==> config.mk <==
export PLATFORM = sky130hd
export DESIGN_NAME = cp0_unit
export DESIGN_NICKNAME = d
export VERILOG_FILES = /design/src/rtl/cp0_unit_pkg.sv /design/src/rtl/cp0_timer.sv /design/src/rtl/cp0_unit.sv
export SDC_FILE = /design/constraint.sdc
export NUM_CORES = 1
export LEC_CHECK = 0
export BUFFER_PORTS_ARGS = -buffer_cell sky130_fd_sc_hd__buf_2
export CELL_PAD_IN_SITES_DETAIL_PLACEMENT = 1
export CELL_PAD_IN_SITES_GLOBAL_PLACEMENT = 2
export CORE_AREA = 2 2 143 145
export CTS_CLUSTER_DIAMETER = 50
export DETAILED_ROUTE_END_ITERATION = 6
export DIE_AREA = 0 0 145 147
export PLACE_DENSITY = 0.88
export SETUP_SLACK_MARGIN = 0.05
export SYNTH_ARGS = -nofsm -noshare
export SYNTH_HDL_FRONTEND = slang
export SYNTH_SLANG_ARGS = --single-unit
==> constraint.sdc <==
create_clock -name clk -period 2.77 [get_ports clk]
set_input_delay 0.277 -clock clk [delete_from_list [all_inputs] [get_ports clk]]
set_output_delay 0.277 -clock clk [all_outputs]
set_load 0.005 [all_outputs]
==> src/rtl/cp0_unit_pkg.sv <==
// rtl/cp0_unit_pkg.sv - CP0 register numbers, decode codes and field positions
package cp0_unit_pkg;

  localparam logic [4:0] CP0_COUNT   = 5'd9;
  localparam logic [4:0] CP0_COMPARE = 5'd11;
  localparam logic [4:0] CP0_STATUS  = 5'd12;
  localparam logic [4:0] CP0_CAUSE   = 5'd13;
  localparam logic [4:0] CP0_EPC     = 5'd14;

  localparam logic [4:0] RS_MFC0   = 5'b00000;
  localparam logic [4:0] RS_MTC0   = 5'b00100;
  localparam logic [4:0] RS_CO     = 5'b10000;
  localparam logic [5:0] FUNC_ERET = 6'b011000;

  localparam logic [4:0] EXC_INT = 5'd0;
  localparam logic [4:0] EXC_SYS = 5'd8;

  localparam int ST_IE      = 0;
  localparam int ST_EXL     = 1;
  localparam int ST_IM_LO   = 8;
  localparam int ST_IM_HI   = 15;
  localparam int CA_EXC_LO  = 2;
  localparam int CA_EXC_HI  = 6;
  localparam int IP_TIMER   = 7;

  typedef enum logic [1:0] {
    ACT_NONE,
    ACT_INT,
    ACT_SYS,
    ACT_ERET
  } cp0_action_e;

endpackage

==> src/rtl/cp0_timer.sv <==
// rtl/cp0_timer.sv - free-running Count, Compare and the sticky timer interrupt bit
module cp0_timer
  import cp0_unit_pkg::*;
(
  input  logic        clk,
  input  logic        rst,
  input  logic        count_we,
  input  logic        compare_we,
  input  logic [31:0] wdata,
  output logic [31:0] count,
  output logic [31:0] compare,
  output logic        timer_ip
);

  logic [31:0] count_q, count_d;
  logic [31:0] compare_q, compare_d;
  logic        timer_ip_q, timer_ip_d;

  always_comb begin
    count_d    = count_we ? wdata : count_q + 32'd1;
    compare_d  = compare_we ? wdata : compare_q;
    // A Compare write acknowledges the timer interrupt; Compare==0 disables the match.
    timer_ip_d = compare_we ? 1'b0
               : (timer_ip_q | ((count_q == compare_q) && (compare_q != 32'd0)));
  end

  always_ff @(posedge clk) begin
    if (rst) begin
      count_q    <= 32'd0;
      compare_q  <= 32'd0;
      timer_ip_q <= 1'b0;
    end else begin
      count_q    <= count_d;
      compare_q  <= compare_d;
      timer_ip_q <= timer_ip_d;
    end
  end

  assign count    = count_q;
  assign compare  = compare_q;
  assign timer_ip = timer_ip_q;

endmodule

==> src/rtl/cp0_unit.sv <==
// rtl/cp0_unit.sv - CP0 responder: MFC0/MTC0/ERET, syscall and interrupt redirect
module cp0_unit
  import cp0_unit_pkg::*;
#(
  parameter logic [31:0] HANDLER_ADDR = 32'h0000_4180,
  parameter int          NIRQ         = 3
) (
  input  logic            clk,
  input  logic            rst,
  input  logic            iscop0,
  input  logic [4:0]      cop0_rs,
  input  logic [5:0]      func,
  input  logic [4:0]      cop0_rd,
  input  logic [31:0]     wdata,
  input  logic            issyscall,
  input  logic [31:0]     pc,
  input  logic [NIRQ-1:0] irq,
  output logic [31:0]     rdata,
  output logic            redirect,
  output logic [31:0]     redirect_pc,
  output logic            suppress,
  output logic            exc_active
);

  logic            ie_q, ie_d;
  logic            exl_q, exl_d;
  logic [7:0]      im_q, im_d;
  logic [4:0]      exc_q, exc_d;
  logic [31:0]     epc_q, epc_d;
  logic [NIRQ-1:0] irq_q, irq_d;

  logic [31:0] count, compare;
  logic        timer_ip;
  logic [7:0]  ip;
  logic        is_mfc0, is_mtc0, is_eret, int_req, mtc0_en;
  logic [31:0] status_val, cause_val, rd_mux;
  cp0_action_e action;

  always_comb begin
    ip               = 8'd0;
    ip[NIRQ-1:0]     = irq_q;
    ip[IP_TIMER]     = timer_ip;
    status_val       = 32'd0;
    status_val[ST_IE]               = ie_q;
    status_val[ST_EXL]              = exl_q;
    status_val[ST_IM_HI:ST_IM_LO]   = im_q;
    cause_val        = 32'd0;
    cause_val[CA_EXC_HI:CA_EXC_LO]  = exc_q;
    cause_val[15:8]                 = ip;
  end

  assign is_mfc0 = iscop0 && (cop0_rs == RS_MFC0);
  assign is_mtc0 = iscop0 && (cop0_rs == RS_MTC0);
  assign is_eret = iscop0 && (cop0_rs == RS_CO) && (func == FUNC_ERET);
  assign int_req = ie_q & ~exl_q & (|(ip & im_q));
  // A taken interrupt or syscall owns this cycle, so an MTC0 alongside is dropped.
  assign mtc0_en = is_mtc0 & ~int_req & ~issyscall;

  always_comb begin
    if (int_req)        action = ACT_INT;
    else if (issyscall) action = ACT_SYS;
    else if (is_eret)   action = ACT_ERET;
    else                action = ACT_NONE;
  end

  always_comb begin
    case (cop0_rd)
      CP0_COUNT:   rd_mux = count;
      CP0_COMPARE: rd_mux = compare;
      CP0_STATUS:  rd_mux = status_val;
      CP0_CAUSE:   rd_mux = cause_val;
      CP0_EPC:     rd_mux = epc_q;
      default:     rd_mux = 32'd0;
    endcase
  end

  assign rdata       = (!rst && is_mfc0) ? rd_mux : 32'd0;
  assign redirect    = !rst && (action != ACT_NONE);
  assign redirect_pc = (action == ACT_ERET) ? epc_q : HANDLER_ADDR;
  assign suppress    = !rst && (action == ACT_INT);
  assign exc_active  = exl_q;

  always_comb begin
    ie_d  = ie_q;
    exl_d = exl_q;
    im_d  = im_q;
    exc_d = exc_q;
    epc_d = epc_q;
    irq_d = irq;
    if (mtc0_en) begin
      case (cop0_rd)
        CP0_STATUS: begin
          ie_d  = wdata[ST_IE];
          exl_d = wdata[ST_EXL];
          im_d  = wdata[ST_IM_HI:ST_IM_LO];
        end
        CP0_CAUSE: exc_d = wdata[CA_EXC_HI:CA_EXC_LO];
        CP0_EPC:   epc_d = wdata;
        default: ;
      endcase
    end
    case (action)
      ACT_INT: begin
        epc_d = pc;
        exl_d = 1'b1;
        exc_d = EXC_INT;
      end
      ACT_SYS: begin
        epc_d = pc;
        exl_d = 1'b1;
        exc_d = EXC_SYS;
      end
      ACT_ERET: exl_d = 1'b0;
      default: ;
    endcase
  end

  always_ff @(posedge clk) begin
    if (rst) begin
      ie_q  <= 1'b0;
      exl_q <= 1'b0;
      im_q  <= 8'd0;
      exc_q <= 5'd0;
      epc_q <= 32'd0;
      irq_q <= '0;
    end else begin
      ie_q  <= ie_d;
      exl_q <= exl_d;
      im_q  <= im_d;
      exc_q <= exc_d;
      epc_q <= epc_d;
      irq_q <= irq_d;
    end
  end

  cp0_timer u_timer (
    .clk        (clk),
    .rst        (rst),
    .count_we   (mtc0_en && (cop0_rd == CP0_COUNT)),
    .compare_we (mtc0_en && (cop0_rd == CP0_COMPARE)),
    .wdata      (wdata),
    .count      (count),
    .compare    (compare),
    .timer_ip   (timer_ip)
  );

endmodule

Word-level counts from Yosys, hierarchy flattened
Index checks and enable logic that the tools add are counted.
{ "totals": {"reg_bits": 115, "input_bits": 87} }
{ "classes": {"bitwise": 9, "n_reduce_logical": 27, "add_sub_neg": 1, "muxes": 16, "eq_ne": 12} }
{ "op_table": {"columns": ["cell", "n"], "rows": [
  ["$mux 32", 6],
  ["$pmux 32 s5", 1],
  ["$add 32x1->32 const B", 1],
  ["$eq 32x32->1", 1],
  ["$reduce_bool 32->1", 1],
  ["$eq 5x4->1 const B", 5],
  ["$reduce_bool 3->1", 4],
  ["$logic_and 1x1->1", 10],
  ["$mux 5", 2],
  ["$pmux 5 s2", 1],
  ["$and 8x8->8", 1],
  ["$reduce_and 2->1", 4],
  ["$reduce_or 8->1", 1],
  ["$eq 6x5->1 const B", 1],
  ["$mux 2", 3],
  ["$reduce_bool 2->1", 3],
  ["$eq 5x3->1 const B", 1],
  ["$eq 5x5->1 const B", 1],
  ["$logic_not 5->1", 1],
  ["$and 1x1->1", 4],
  ["$eq 2x2->1 const B", 2],
  ["$reduce_or 2->1", 2],
  ["$not 1->1", 3],
  ["$eq 2x1->1 const B", 1],
  ["other kinds (4)", 5]
]} }

Logic depth before layout (Yosys ltp)
{ "logic_depth": {"word_depth": 10, "depth_mapped": 8, "ltp_nobuf": 6} }

Hierarchy
A second synthesis with hierarchy kept.
{ "hier_totals": {"hier_cells": 780, "hier_area_um2": 6523.8} }
{ "by_module_without_submodules": {"columns": ["module", "area_each_um2", "n_inst", "cells_per_inst"], "rows": [
  ["cp0_unit", 3290.7, 1, 416],
  ["cp0_timer", 3233.1, 1, 364]
]} }

Least setup slack after synthesis
No wires, ideal clock.
{ "synth_path": {"path_type": "input to output", "from": "input port cop0_rs[1]", "to": "output port redirect_pc[21]", "path_stages": 7, "path_slack_ps": 805, "required_time_ps": 2493, "t_arrival_ps": 1688, "path_cell_list": "or4b_4 -> nor2_1 -> nand2_1 -> nor2_1 -> buf_2 -> clkbuf_2 -> and2_1"} }
{ "synth_via": {"elab_chain_cells": 8} }
{ "synth_rtl": {"columns": ["element", "line", "rtl"], "rows": [
  ["from (decl)", "cp0_unit.sv:11", "input logic [4:0] cop0_rs,"],
  ["$eq 5x5->1", "cp0_unit.sv:54", "assign is_eret = iscop0 && (cop0_rs == RS_CO) && (func == FUNC_ERET);"],
  ["$logic_and 1x1->1 (2 in series)", "cp0_unit.sv:54", null],
  ["$mux 2", "cp0_unit.sv:62", "else if (is_eret) action = ACT_ERET;"],
  ["$mux 2", "cp0_unit.sv:61", "else if (issyscall) action = ACT_SYS;"],
  ["$mux 2", "cp0_unit.sv:60", "if (int_req) action = ACT_INT;"],
  ["$eq 2x2->1", "cp0_unit.sv:79", "assign redirect_pc = (action == ACT_ERET) ? epc_q : HANDLER_ADDR;"],
  ["$mux 32", "cp0_unit.sv:79", null],
  ["to (decl)", "cp0_unit.sv:20", "output logic [31:0] redirect_pc,"]
]} }
Every way passes these cells.

Worst setup path in the final report
{ "layout_path": {"from": "register im_q[2]", "to": "output port redirect_pc[29]"} }
{ "layout_via": {"elab_chain_cells": 6} }
{ "layout_rtl": {"columns": ["element", "line", "rtl"], "rows": [
  ["from (decl)", "cp0_unit.sv:27", "logic [7:0] im_q, im_d;"],
  ["from (signal assigned)", "cp0_unit.sv:129", "im_q <= im_d;"],
  ["$and 8x8->8", "cp0_unit.sv:55", "assign int_req = ie_q & ~exl_q & (|(ip & im_q));"],
  ["$reduce_or 8->1", "cp0_unit.sv:55", null],
  ["$and 1x1->1", "cp0_unit.sv:55", null],
  ["$mux 2", "cp0_unit.sv:60", null],
  ["$eq 2x2->1", "cp0_unit.sv:79", null],
  ["$mux 32", "cp0_unit.sv:79", null]
]} }
Every way passes these cells.

==> impl_metrics.ini <==
[timing]
finalSetupTns_ns = 0
setup_viol = 0
maxSlewViolCount = 0
fin_skew_ns = 0.0121
hold_violations = 0
rsz0062_at_grt = no
fin_crit_sh_pct = 91.0
min_period_ns = 2.52
worstMarginPinSlew_ns = 0.772
max_slew_margin_pct = 48.5
fmax_mhz = 397

[place]
postPlaceCellArea_mm2 = 0.00748
place_inst = 1197
port_buffers = 153
detailed_place_hpwl_um = 17200
gp_congestion = 0.837

[power]
finalPower_mw = 4.38
ir_drop_mv = 0.423
p_per_area_mw_per_mm2 = 539
leakagePower_nw = 3.05

[global_route]
grt_antenna_before_repair = 0
grt_use_total_pct = 22.9
grt_pass1_wl_um = 38600
grt-ovfl-total = 0
grt_pass1_vias = 7062
grt_max_degree = 69

[logic_synthesis]
ys_warn_count = 0
yosysSeqAreaShare_pct = 35.8
avgSynthCellArea_um2 = 7.82
ys_types = 44
syn_inst = 822
syn_area_mm2 = 0.00643
yosys_register_bits = 115
syn-num-nets = 910

[min_path]
whs_path_depth = 2
hold-path-endpoint = irq_q[0]
worstHoldStart = irq[0]
worstHoldPathType = in -> reg

[cells_and_area]
final_area_mm2 = 0.00813
multi_input_area_mm2 = 0.00382
seqCellArea_mm2 = 0.00230
n_fill_cell = 2434
synthToLayoutAreaGrowth_pct = 26.5
drive_gt1_share_pct = 22.9
final_cells = 1229
num_antenna_cells = 0
fin_nets = 1034

[worst_setup_path]
critical_path_peak_fanout = 23
crit_path_end_kind = output pin
worstPathRequired_ns = 2.49
cp-start-kind = flip-flop
reg2reg_to = u_timer.count[15]
rr_worst_depth = 5
crit_arrival_ns = 2.24
reg2reg_from = u_timer.count[3]
critical_path_class = reg -> out
regToRegSetupSlack_ns = 0.56

[clock_network]
h-tree-depth = 4
clock-sinks = 115
tritoncts = yes
post_cts_buffers = 0
cts_buffers = 17
clk_path_buf_depth = 2
clock-root-buffer = clkbuf_16
insertion_delay_ns = 0.43
cts.clk_slew.worst_paths_ns = 0.05

[floorplan]
core.rowCount = 52
chipWidth_um = 145
die_h_um = 147
start_util_pct = 32.4
io_pins = 154
coreArea_mm2 = 0.0198
die_area_mm2 = 0.0213

[flow_run]
maxCapViolations = 0

[drt]
via_per_inst = 5.47
wl_per_cell_um = 19.8
wirelength_um = 24300
drtIter0Drc = 466
vias = 6722
final_antenna_net_count = 0
drc_errors = 0
dr.pass1.iters = 6

[outcome]
status = complete, no violations
-- final cells by class --
type | instances | area share, %
Timing Repair Buffer | 174 | 12.5
Clock inverter | 8 | 1.48
Inverter | 4 | 0.185
Sequential cell | 115 | 28.3
Clock buffer | 24 | 6.41
Tap cell | 270 | 4.15
Multi-Input combinational cell | 634 | 47.0
-- metal layers --
| layer | track usage, % | vias up | wire [um] |
|---|---|---|---|
| li1 | - | 3171 | - |
| met4 | 8.42 | 0 | 676 |
| met3 | 4.97 | 39 | 1290 |
| met2 | 38.9 | 192 | 11800 |
| met5 | 0 | - | 0 |
| met1 | 28.5 | 3320 | 10600 |
-- cell usage in the layout, fill, tap and decap left out, drive strengths merged, types with 4 or more instances in the layout --
cell and count:
buf 174, nand2 133, dfxtp 115, nor2 102, a21oi 60, nand3 46, xnor2 37, a211oi 33
a311oi 32, and2 31, mux2i 25, xor2 25, nand4 24, clkbuf 24, a22oi 19, nor4 15
and3 10, a221oi 10, nor3 7, a222oi 5, inv 4
-- worst max-delay path, cell delays in order (launching register included) --
cell	delay (ns)
dfxtp_1	0.32
a22oi_1	0.29
a211o_1	0.33
nand2_2	0.21
nor2_4	0.21
buf_12	0.19
and2_1	0.14
buf_2	0.11
-- power by group --
part,internal [mW],switching [mW],total [mW]
registers,1.70,0.0400,1.74
logic,0.107,0.162,0.269
clock network,1.58,0.802,2.38
-- registers in the layout, summed over array words and instances (netlist names) --
register	flops
u_timer.timer_ip	1
u_timer.count	32
exc_q	5
u_timer.compare	32
exc_active	1
im_q	8
ie_q	1
irq_q	3
epc_q	32
-- cell usage after synthesis (all sizes together) --
cell,instances,area (um^2)
a211o,1,8.76
a211oi,33,248
a21oi,60,300
a221oi,10,87.6
a222oi,5,50.1
a22oi,19,143
a311oi,32,280
a31oi,1,6.26
and2,31,194
and3,10,62.6
and4,2,17.5
buf,17,114
clkbuf,52,199
dfxtp,115,2300
ha,1,12.5
inv,4,15.0
mux2,1,11.3
mux2i,25,250
nand2,133,499
nand2b,2,12.5
nand3,46,230
nand4,24,180
nand4b,1,8.76
nand4bb,1,11.3
nor2,102,399
nor2b,3,18.8
nor3,7,40.0
nor3b,1,7.51
nor4,15,130
o211ai,1,7.51
or2,1,6.26
or3,3,18.8
or4b,1,13.8
xnor2,37,324
xor2,25,219
-- kinds of logic (layout without fill, tap and decap cells) --
kind of cell,count (synthesis),in the layout,share of synthesized area [%]
adder cells (fa/ha/maj),1,1,0.195
flip-flops,115,115,35.8
AND/OR/NAND/NOR,383,383,28.8
XOR/XNOR,62,62,8.45
multiplexers,26,26,4.07
buffers and inverters,73,210,5.10
AO/OA/AOI/OAI,162,162,17.6
-- worst max path at each step --
stage                     from              end  slack (ns)  depth (start not counted)
detailed placement  cop0_rs[1]  redirect_pc[29]        0.43                          8
global placement    cop0_rs[1]  redirect_pc[22]        0.49                          8
CTS                    im_q[2]  redirect_pc[29]        0.09                          7
finish                 im_q[2]  redirect_pc[29]        0.25                          7
global route           im_q[2]   redirect_pc[0]        0.05                          7
floorplan           cop0_rs[1]  redirect_pc[21]        0.80                          7
-- through the flow --
step | utilization [%] | hold WS, ns | setup WS [ns]
6_report | 41.0 | 0.0679 | 0.250
5_1_grt | 41.0 | 0.0709 | 0.0538
4_1_cts | 41.0 | 0.0435 | 0.0898
3_5_place_dp | 37.7 | 0.489 | 0.435
3_3_place_gp | 37.7 | 0.471 | 0.493
2_1_floorplan | - | 0.405 | 0.805
-- what timing repair did --
action | in CTS | in global routing
hold buffers | 0 | 0
setup endpoints to repair | 14 | 23
gates resized for setup | 1 | 1
No activity file was read; power rests on OpenSTA's default activity.
